<file path="src/rtl/sequence_counter_pkg.sv">
// sequence_counter_pkg: shared defaults, the fill/drain sequence table and index wrap helper.
package sequence_counter_pkg;
    localparam int WIDTH_DEF = 4;
    localparam int SEQ_LEN_DEF = 8;
    localparam int TABLE_LEN = 8;
    localparam logic [3:0] SEQ_TABLE [0:TABLE_LEN-1] = '{4'd0, 4'd1, 4'd3, 4'd7, 4'd15, 4'd14, 4'd12, 4'd8};

    // Out-of-range indices fall into the wrap branch, so they also recover to 0.
    function automatic int unsigned next_idx(input int unsigned idx, input int unsigned len = SEQ_LEN_DEF);
        return (idx >= len - 1) ? 0 : idx + 1;
    endfunction
endpackage

</file>
<file path="src/rtl/sequence_counter_rom.sv">
// sequence_counter_rom: combinational SEQ_TABLE lookup; illegal indices read as 0.
module sequence_counter_rom
    import sequence_counter_pkg::*;
#(
    parameter int WIDTH = WIDTH_DEF,
    parameter int SEQ_LEN = SEQ_LEN_DEF,
    parameter int IW = $clog2(SEQ_LEN)
) (
    input  logic [IW-1:0]    idx_i,
    output logic [WIDTH-1:0] val_o
);
    always_comb begin
        val_o = (32'(idx_i) < SEQ_LEN) ? WIDTH'(SEQ_TABLE[idx_i]) : '0;
    end
endmodule

</file>
<file path="src/rtl/sequence_counter.sv">
// sequence_counter: free-running generator stepping count through SEQ_TABLE, one entry per clock.
module sequence_counter
    import sequence_counter_pkg::*;
#(
    parameter int WIDTH = WIDTH_DEF,
    parameter int SEQ_LEN = SEQ_LEN_DEF
) (
    input  logic             clk,
    input  logic             reset,
    output logic [WIDTH-1:0] count
);
    localparam int IW = $clog2(SEQ_LEN);

    if (SEQ_LEN < 2 || SEQ_LEN > 16 || SEQ_LEN > TABLE_LEN) begin : g_len_chk
        $error("sequence_counter: SEQ_LEN %0d out of range", SEQ_LEN);
    end
    for (genvar i = 0; i < ((SEQ_LEN < TABLE_LEN) ? SEQ_LEN : TABLE_LEN); i++) begin : g_fit_chk
        if ((32'(SEQ_TABLE[i]) >> WIDTH) != 0) begin : g_err
            $error("sequence_counter: table entry %0d does not fit WIDTH", i);
        end
    end

    logic [IW-1:0]    idx_q, idx_d;
    logic [WIDTH-1:0] count_q, count_d;

    always_comb begin
        idx_d = IW'(next_idx(32'(idx_q), SEQ_LEN));
    end

    // Looking up the next index keeps count equal to SEQ_TABLE[idx] with no pipeline lag.
    sequence_counter_rom #(.WIDTH(WIDTH), .SEQ_LEN(SEQ_LEN), .IW(IW)) u_rom (
        .idx_i(idx_d),
        .val_o(count_d)
    );

    always_ff @(posedge clk or posedge reset) begin
        if (reset) begin
            idx_q   <= '0;
            count_q <= '0;
        end else begin
            idx_q   <= idx_d;
            count_q <= count_d;
        end
    end

    assign count = count_q;
endmodule

</file>
<file path="config.mk">
export PLATFORM = sky130hd
export DESIGN_NAME = sequence_counter
export DESIGN_NICKNAME = d
export VERILOG_FILES = /design/src/rtl/sequence_counter_pkg.sv /design/src/rtl/sequence_counter_rom.sv /design/src/rtl/sequence_counter.sv
export SDC_FILE = /design/constraint.sdc
export NUM_CORES = 1
export LEC_CHECK = 0
export BUFFER_PORTS_ARGS = -buffer_cell sky130_fd_sc_hd__buf_4
export CORE_AREA = 8 8 45 47
export CTS_BUF_LIST = sky130_fd_sc_hd__clkbuf_8 sky130_fd_sc_hd__clkbuf_16
export CTS_CLUSTER_DIAMETER = 100
export DETAILED_ROUTE_END_ITERATION = 6
export DIE_AREA = 0 0 53 55
export SLEW_MARGIN = 5
export SYNTH_ARGS = -nofsm -noshare
export SYNTH_HDL_FRONTEND = slang
export SYNTH_SLANG_ARGS = --single-unit
</file>
<file path="constraint.sdc">
create_clock -name clk -period 2.9 [get_ports clk]
set_clock_uncertainty 0.1 [all_clocks]
set_input_delay 0.87 -clock clk [delete_from_list [all_inputs] [get_ports clk]]
set_output_delay 0.87 -clock clk [all_outputs]
set_load 0.1 [all_outputs]
</file>
==> reports/qor.txt, run 1 <==
outcome -> complete, no violations
via/cell ratio -> 3.74
initial cell density of the core -> 22.1%
setup total negative slack -> 0 ns
number of gates given a new drive strength after cts -> 0
Antenna Violating Nets Remaining -> 0
register area share after synthesis -> 49.2%
critical path arrival -> 0.90 ns
static power due to leakage -> 0.225 nW
post-route DRC violation count -> 0
P per Cell Area -> 526 mW/mm²
area of the multi-input gates -> 125 µm²
count of mapped cells out of synthesis -> 24
cell depth of the worst flop-to-flop path -> 4
highest fanout seen on the critical path -> 3
number of failing setup endpoints in the final timing report -> 0
dominant combinational cell family by area after synthesis -> adder cells
Relative slew margins -> 81.5%
type of the tightest min-delay check -> flop to flop
fraction of synthesized area in multiplexers -> 6.56%
largest area contributor in the netlist -> dfrtp_1
CP max stage delay -> 0.37 ns
final RePlAce weighted congestion -> 0.658
CP Data Required Time -> 1.93 ns
type of element capturing the critical path -> output pin
r2r startpoint -> idx_q[0]
peak supply drop -> 0.120 mV
cell breakdown of the critical path -> buf_4
sum of internal, switching and leakage power -> 0.000209 W
Bufs on Longest Clock Path -> 2
worst hold path stage count -> 1
antenna violations before repair -> 0
hold slack -> 0.444 ns
clock period minus final worst setup slack -> 1.87 ns
Hold EP -> idx_q[0]
Die ar. -> 0.00292 mm²
clk_lat worst skew -> 0.22 ns
area delta synth->final -> 29.9%
clock tree from TritonCTS -> yes
setup repair after global routing missed its margin -> false
flop2flop setup slack -> 1.45 ns
num rows -> 14
fraction of synthesized cell area taken by the top area cell type -> 49.2%
Post-Synthesis Cell Area -> 305 µm²
drt total wl -> 428 µm
Buf+Inv Stages, Crit Path -> 1
post-synthesis share of cell area spent on and, or, nand and nor gates -> 11.1%
chip height -> 55 µm
Clock Pin Slew Worst Setup and Hold Paths -> 0.03 ns
per-cell routed wire length -> 9.11 µm
post-cts hold buffer count -> 0
highest-delay cell along the critical path -> dfrtp_1
WP depth -> 1
area share of fa/ha/maj cells after synthesis -> 20.5%
total instance count after detailed placement -> 44
type of the setup path with the least slack -> flop to output pin
starting DRC count in detailed routing -> 1
share of the clock period used by the worst path -> 64.4%
Clock Root Buffer -> clkbuf_8
number of diodes added for antenna fixing -> 0
TritonCTS buffer count -> 3
Fmax -> 536 MHz
# port buffers -> 5
Critical Path Source Type -> flop
final hold violation count -> 0
transition time at the pin with the least slew margin -> 0.280 ns
final cell count without fillers -> 47
buffers inserted during post-CTS setup optimization -> 0
number of top-level design ports -> 6
gr usage total -> 4.00%
vias in the first global route -> 200
pin count of the biggest net entering global routing -> 7
leftover overflow at the end of global routing -> 0
sinks on the clock net -> 6
max capacitance violation total -> 0
level count of the clock H-tree -> 1
Worst Min Path Start -> idx_q[0]
complex-gate fraction of the synthesized area -> 0%
net count after synthesis -> 31
global-route wire length before repair -> 745 µm
number of fillers in the final layout -> 142
share of layout cells above drive strength 1 -> 32.3%
Horiz. Die Dim -> 53 µm
Yosys Warn Count -> 0
area of the core -> 0.00138 mm²
Worst R2R End -> count[1]
Worst path top cell family by delay -> flip-flops
share of the synthesized netlist area taken by xor and xnor gates -> 2.87%
Final Max Tran Viols -> 0
final net count -> 40
leading post-synthesis cells by cell area -> dfrtp_1 49%, ha_1 20%, inv_1 7.4%
TritonRoute pass-1 iters -> 3
post-synth cell types -> 9
DR vias -> 176
per-instance average area after synthesis -> 12.7 µm²
sequential cell area -> 150 µm²
number of storage elements in the synthesis netlist -> 6
routing by layer:
metal | wire (µm) | track usage [%] | share of wire [%] | vias up
met4 | 19 | 6.47 | 4.4 | 0
met2 | 201 | 5.47 | 47 | 6
met5 | 0 | 0 | 0 | -
met3 | 42 | 2.94 | 9.8 | 2
li1 | - | - | - | 86
met1 | 166 | 2.92 | 39 | 82
where the power goes:
group / internal [W] / switching, W
registers: 0.0000843 / 0
clock network: 0.0000889 / 0.0000330
logic: 0.000000940 / 0.00000159
per-stage QoR:
step / util, % / area, µm² / setup WS, ns
final: 28.7 / 397 / 1.03
after global routing: 28.7 / 397 / 1.01
after CTS: 28.7 / 397 / 1.02
after detailed placement: 25.7 / 355 / 1.26
after global placement: 25.7 / 355 / 1.27
after floorplan: - / 305 / 1.05
layout by cell type, fill, tap and decap left out:
master	Yosys	routed
buf_4	1	5
ha_1	5	5
nand3b_4	1	1
inv_1	6	6
nand3_2	1	1
nor2_1	1	1
clkbuf_8	0	3
mux2i_1	2	2
dfrtp_1	6	6
xnor2_1	1	1
sequential cells by signal, indices dropped and copies added, names as in the netlist:
name / count
count: 4
idx_q: 2
final cells by class:
| class | instances | share of cell area [%] |
|---|---|---|
| sequential | 6 | 37.9 |
| inverter | 6 | 5.68 |
| multi-input combinational | 11 | 31.5 |
| clock buffer | 3 | 10.4 |
| timing repair buffer | 5 | 9.46 |
| tap | 16 | 5.05 |
cells in the mapped netlist:
library cell	n
dfrtp_1	6
inv_1	6
ha_1	5
mux2i_1	2
buf_4	1
nand3_2	1
nand3b_4	1
nor2_1	1
xnor2_1	1
worst max-delay path by stage:
stage / startpoint / end / slack [ns]
after global routing: count[3] / count[3] / 1.01
after detailed placement: count[3] / count[3] / 1.26
after global placement: count[3] / count[3] / 1.27
after CTS: count[3] / count[3] / 1.02
after floorplan: count[0] / count[0] / 1.05
final: count[3] / count[3] / 1.03
logic make-up (layout without fill, tap and decap cells):
group                      Yosys count  in the layout
xor gates and xnor gates             1              1
adders and majority gates            5              5
buffers and inverters                7             14
DFF                                  6              6
muxes                                2              2
and+or+nand+nor                      3              3
(Power assumes the default switching activity.)
==> run 2, diff against run 1 <==
- clock period: 2.9 -> 1.7 ns (I/O delays scaled with it)
==> reports/qor.txt, run 2 (synthesized netlist as in run 1, its figures left out) <==
setup total negative slack -> 0 ns (unchanged)
static power due to leakage -> 0.225 nW (unchanged)
TritonRoute pass-1 iters -> 2 (-1)
share of the clock period used by the worst path -> 89.6%
starting DRC count in detailed routing -> 4 (+3)
area delta synth->final -> 29.9% (unchanged)
share of the core filled with cells -> 28.7% (unchanged)
Final Max Tran Viols -> 0 (unchanged)
Clock Pin Slew Worst Setup and Hold Paths -> 0.04 ns (about the same)
sinks on the clock net -> 6 (unchanged)
leftover overflow at the end of global routing -> 0 (unchanged)
sum of internal, switching and leakage power -> 0.000355 W (+70%)
drt total wl -> 438 µm (+2.3%)
number of gates given a new drive strength after cts -> 0 (unchanged)
DR vias -> 169 (-4.0%)
proportion of total power due to net switching -> 16.4% (-0.17 points)
relative contribution of combinational cells to total power -> 1.3% (about the same)
transition time at the pin with the least slew margin -> 0.281 ns (+0.00111 ns)
buffers inserted during post-CTS setup optimization -> 0 (unchanged)
P per Cell Area -> 896 mW/mm² (+70%)
per-cell routed wire length -> 9.32 µm (+2.3%)
highest fanout seen on the critical path -> 3 (unchanged)
dpl hpwl -> 363 µm
TritonCTS buffer count -> 3 (unchanged)
fraction of power consumed by the clock network -> 58.2% (-0.2 points)
Critical Path Source Type -> flop
clock tree from TritonCTS -> yes
num rows -> 14 (unchanged)
global-route wire length before repair -> 876 µm (+18%)
number of top-level design ports -> 6 (unchanged)
Die ar. -> 0.00292 mm² (unchanged)
flip-flop count of the largest register, all copies and words added -> 4 (unchanged)
level count of the clock H-tree -> 1 (unchanged)
post-route DRC violation count -> 0 (unchanged)
number of diodes added for antenna fixing -> 0 (unchanged)
final net count -> 40 (unchanged)
critical path arrival -> 0.91 ns (about the same)
placed instance area -> 355 µm² (unchanged)
area of the multi-input gates -> 125 µm² (unchanged)
clk_lat worst skew -> 0.22 ns (about the same)
post-cts hold buffer count -> 0 (unchanged)
Relative slew margins -> 81.4% (about the same)
sequential cell area -> 150 µm² (unchanged)
CP Data Required Time -> 1.09 ns (-0.84 ns)
share of power burned in registers -> 40.5% (about the same)
max capacitance violation total -> 0 (unchanged)
type of the setup path with the least slack -> flop to output pin
Worst path top cell family by delay -> flip-flops
Antenna Violating Nets Remaining -> 0 (unchanged)
number of failing setup endpoints in the final timing report -> 0 (unchanged)
sw power -> 0.0000583 W (+68%)
number of fillers in the final layout -> 142 (unchanged)
initial cell density of the core -> 22.1% (unchanged)
highest-delay cell along the critical path -> dfrtp_1
Horiz. Die Dim -> 53 µm (unchanged)
gr usage total -> 4.28% (+0.28 points)
pin count of the biggest net entering global routing -> 7 (unchanged)
worst setup slack after layout -> 0.176 ns (-0.857 ns)
Fmax -> 656 MHz
design internal power -> 0.000297 W (+71%)
Clock Root Buffer -> clkbuf_8
final hold violation count -> 0 (unchanged)
cell breakdown of the critical path -> buf_4
share of layout cells above drive strength 1 -> 32.3% (unchanged)
outcome -> complete, no violations
peak supply drop -> 0.384 mV (+220%)
setup repair after global routing missed its margin -> false
most used cells in the layout excluding fill and tap cells -> 6 x inv_1, 6 x dfrtp_1, 5 x ha_1, 5 x buf_4, 3 x clkbuf_8
CP max stage delay -> 0.38 ns (about the same)
clock period minus final worst setup slack -> 1.52 ns
chip height -> 55 µm (unchanged)
Bufs on Longest Clock Path -> 2 (unchanged)
type of the tightest min-delay check -> primary input to async pin
Buf+Inv Stages, Crit Path -> 1 (unchanged)
antenna violations before repair -> 0 (unchanged)
post-route cell area -> 397 µm² (unchanged)
Setup WS pre-CTS -> 0.262 ns (-0.994 ns)
type of element capturing the critical path -> output pin
final RePlAce weighted congestion -> 0.672 (+2.1%)
# port buffers -> 5 (unchanged)
vias in the first global route -> 200 (unchanged)
area of the core -> 0.00138 mm² (unchanged)
via/cell ratio -> 3.60 (-4.0%)
==> run 2: cell counts in the layout (fill, tap and decap cells not counted) <==
Identical to the previous run, type by type.
==> run 2: area by class of cell <==
cell class	count	share of cell area, %
sequential	6	37.9
multi-input combinational	11	31.5
clock buffer	3	10.4
timing repair buffer	5	9.46
inverter	6	5.68
tap	16	5.05
==> run 2: final timing paths <==
check / startpoint / to / slack (ns) / depth (start not counted)
worst max-delay path: count[3] / count[3] / 0.18 / 1
worst min-delay path: reset / count[2] / 0.11 / 2
worst max register to register: idx_q[0] / count[0] / 0.26 / 4
worst min register to register: idx_q[0] / idx_q[0] / 0.42 / 1
max in group asynchronous: reset / count[1] / 1.19 / 2
min in group clk: idx_q[0] / idx_q[0] / 0.42 / 1
==> run 2: per-layer routing <==
metal	track usage, %	part of all wire, %	vias up
met5	0	0	-
met4	3.88	0	0
met3	2.67	11	0
met2	6.05	49	8
met1	4.31	39	75
li1	-	-	86
==> run 2: stage by stage <==
| stage | hold slack [ns] | cells |
|---|---|---|
| after floorplan | 0.201 | 24 |
| after global placement | 0.344 | 44 |
| after detailed placement | 0.355 | 44 |
| after CTS | 0.120 | 47 |
| after global routing | 0.135 | 47 |
| final | 0.112 | 47 |
==> run 2: power groups by stage <==
stage / logic (W) / clock network [W] / registers (W)
after floorplan: 0.00000228 / 0 / 0.000145
after global placement: 0.00000471 / 0 / 0.000145
after detailed placement: 0.00000503 / 0 / 0.000145
after CTS: 0.00000502 / 0.000216 / 0.000144
after global routing: 0.00000559 / 0.000225 / 0.000144
final: 0.00000459 / 0.000207 / 0.000144
==> run 3, diff against run 2 <==
- PLACE_DENSITY: default -> 0.43
==> reports/qor.txt, run 3 (synthesized netlist as in run 1, its figures left out) <==
proportion of total power due to net switching -> 16.7% (+0.28 points)
Antenna Violating Nets Remaining -> 0 (unchanged)
share of layout cells above drive strength 1 -> 32.3% (unchanged)
# port buffers -> 5 (unchanged)
total instance count after detailed placement -> 44 (unchanged)
Buf+Inv Stages, Crit Path -> 1 (unchanged)
relative contribution of combinational cells to total power -> 1.2% (about the same)
post-route DRC violation count -> 0 (unchanged)
Critical Path Source Type -> flop
share of the clock period used by the worst path -> 89.7% (about the same)
TritonCTS buffer count -> 3 (unchanged)
area of the core -> 0.00138 mm² (unchanged)
CP Data Required Time -> 1.09 ns (about the same)
final RePlAce weighted congestion -> 0.664 (-1.2%)
number of top-level design ports -> 6 (unchanged)
outcome -> complete, no violations
hold slack -> 0.105 ns (-0.00706 ns)
peak supply drop -> 0.187 mV (-51%)
number of diodes added for antenna fixing -> 0 (unchanged)
per-cell routed wire length -> 10.0 µm (+7.8%)
static power due to leakage -> 0.225 nW (unchanged)
Worst R2R End -> count[0]
Routed met3 length -> 41 µm (-18%)
CP max stage delay -> 0.38 ns (about the same)
final net count -> 40 (unchanged)
design internal power -> 0.000297 W (about the same)
critical path arrival -> 0.91 ns (about the same)
gr usage total -> 4.44% (+0.15 points)
Clock Pin Slew Worst Setup and Hold Paths -> 0.04 ns (about the same)
flop2flop setup slack -> 0.25 ns (about the same)
share of the core filled with cells -> 28.7% (unchanged)
final cell count without fillers -> 47 (unchanged)
Final Max Tran Viols -> 0 (unchanged)
buffers inserted during post-CTS setup optimization -> 0 (unchanged)
Fmax -> 656 MHz (about the same)
antenna violations before repair -> 0 (unchanged)
via/cell ratio -> 3.66 (+1.8%)
TritonRoute pass-1 iters -> 1 (-1)
number of fillers in the final layout -> 138 (-2.8%)
detailed route wirelength on metal2 -> 220 µm (+1.9%)
type of the tightest min-delay check -> primary input to async pin
number of gates given a new drive strength after cts -> 0 (unchanged)
sequential cell area -> 150 µm² (unchanged)
post-cts hold buffer count -> 0 (unchanged)
share of power burned in registers -> 40.3% (-0.2 points)
Horiz. Die Dim -> 53 µm (unchanged)
dpl hpwl -> 384 µm (+5.8%)
flip-flop count of the largest register, all copies and words added -> 4 (unchanged)
number of failing setup endpoints in the final timing report -> 0 (unchanged)
Bufs on Longest Clock Path -> 2 (unchanged)
area of the multi-input gates -> 125 µm² (unchanged)
sinks on the clock net -> 6 (unchanged)
Die ar. -> 0.00292 mm² (unchanged)
top routing layer in use -> met4
M1 wire length -> 181 µm (+5.8%)
pin count of the biggest net entering global routing -> 7 (unchanged)
most used cells in the layout excluding fill and tap cells -> 6 x inv_1, 6 x dfrtp_1, 5 x ha_1, 5 x buf_4, 3 x clkbuf_8
starting DRC count in detailed routing -> 0 (-4)
clock tree from TritonCTS -> yes
highest-delay cell along the critical path -> dfrtp_1
chip height -> 55 µm (unchanged)
type of element capturing the critical path -> output pin
transition time at the pin with the least slew margin -> 0.280 ns (-0.000881 ns)
clk_lat worst skew -> 0.22 ns (about the same)
num rows -> 14 (unchanged)
sw power -> 0.0000596 W (+2.1%)
DR vias -> 172 (+1.8%)
type of the setup path with the least slack -> flop to output pin
max capacitance violation total -> 0 (unchanged)
level count of the clock H-tree -> 1 (unchanged)
final hold violation count -> 0 (unchanged)
cell depth of the worst flop-to-flop path -> 4 (unchanged)
initial cell density of the core -> 22.1% (unchanged)
P per Cell Area -> 899 mW/mm² (+0.38%)
highest fanout seen on the critical path -> 3 (unchanged)
Worst path top cell family by delay -> flip-flops
clock period minus final worst setup slack -> 1.52 ns (+0.000382 ns)
fraction of power consumed by the clock network -> 58.5% (+0.3 points)
cell breakdown of the critical path -> buf_4
vias in the first global route -> 186 (-7.0%)
Clock Root Buffer -> clkbuf_8
leftover overflow at the end of global routing -> 0 (unchanged)
drt total wl -> 472 µm (+7.8%)
r2r startpoint -> idx_q[0]
area delta synth->final -> 29.9% (unchanged)
setup total negative slack -> 0 ns (unchanged)
Relative slew margins -> 81.5% (about the same)
setup repair after global routing missed its margin -> false
global-route wire length before repair -> 800 µm (-8.7%)
## run 3: area by class of cell
| type | instances | share of cell area [%] |
|---|---|---|
| clock buffer | 3 | 10.4 |
| multi-input combinational | 11 | 31.5 |
| sequential | 6 | 37.9 |
| inverter | 6 | 5.68 |
| tap | 16 | 5.05 |
| timing repair buffer | 5 | 9.46 |
## run 3: metrics by stage
stage	setup WS (ns)	cell area (µm²)	power, W
after floorplan	0.207	305	0.000148
after global placement	0.243	355	0.000150
after detailed placement	0.246	355	0.000150
after CTS	0.164	397	0.000365
after global routing	0.136	397	0.000374
final	0.176	397	0.000357
## run 3: power groups by stage
| stage | Sequential [W] | Clock (W) | Combinational [W] |
|---|---|---|---|
| final | 0.000144 | 0.000208 | 0.00000442 |
| after global routing | 0.000144 | 0.000225 | 0.00000536 |
| after CTS | 0.000144 | 0.000216 | 0.00000469 |
| after detailed placement | 0.000145 | 0 | 0.00000472 |
| after global placement | 0.000145 | 0 | 0.00000478 |
| after floorplan | 0.000145 | 0 | 0.00000228 |
## run 3: worst max path at each step
| stage | cells past startpoint | startpoint | endpoint |
|---|---|---|---|
| global placement | 4 | idx_q[0] | count[0] |
| floorplan | 0 | count[0] | count[0] |
| CTS | 1 | count[3] | count[3] |
| detailed placement | 4 | idx_q[0] | count[2] |
| finish | 1 | count[3] | count[3] |
| global route | 1 | count[3] | count[3] |
## run 3: layer usage
| layer | up-vias | GRT usage [%] |
|---|---|---|
| met2 | 7 | 5.86 |
| met3 | 2 | 1.07 |
| met1 | 78 | 3.52 |
| li1 | 85 | - |
| met4 | 0 | 10.3 |
| met5 | - | 0 |
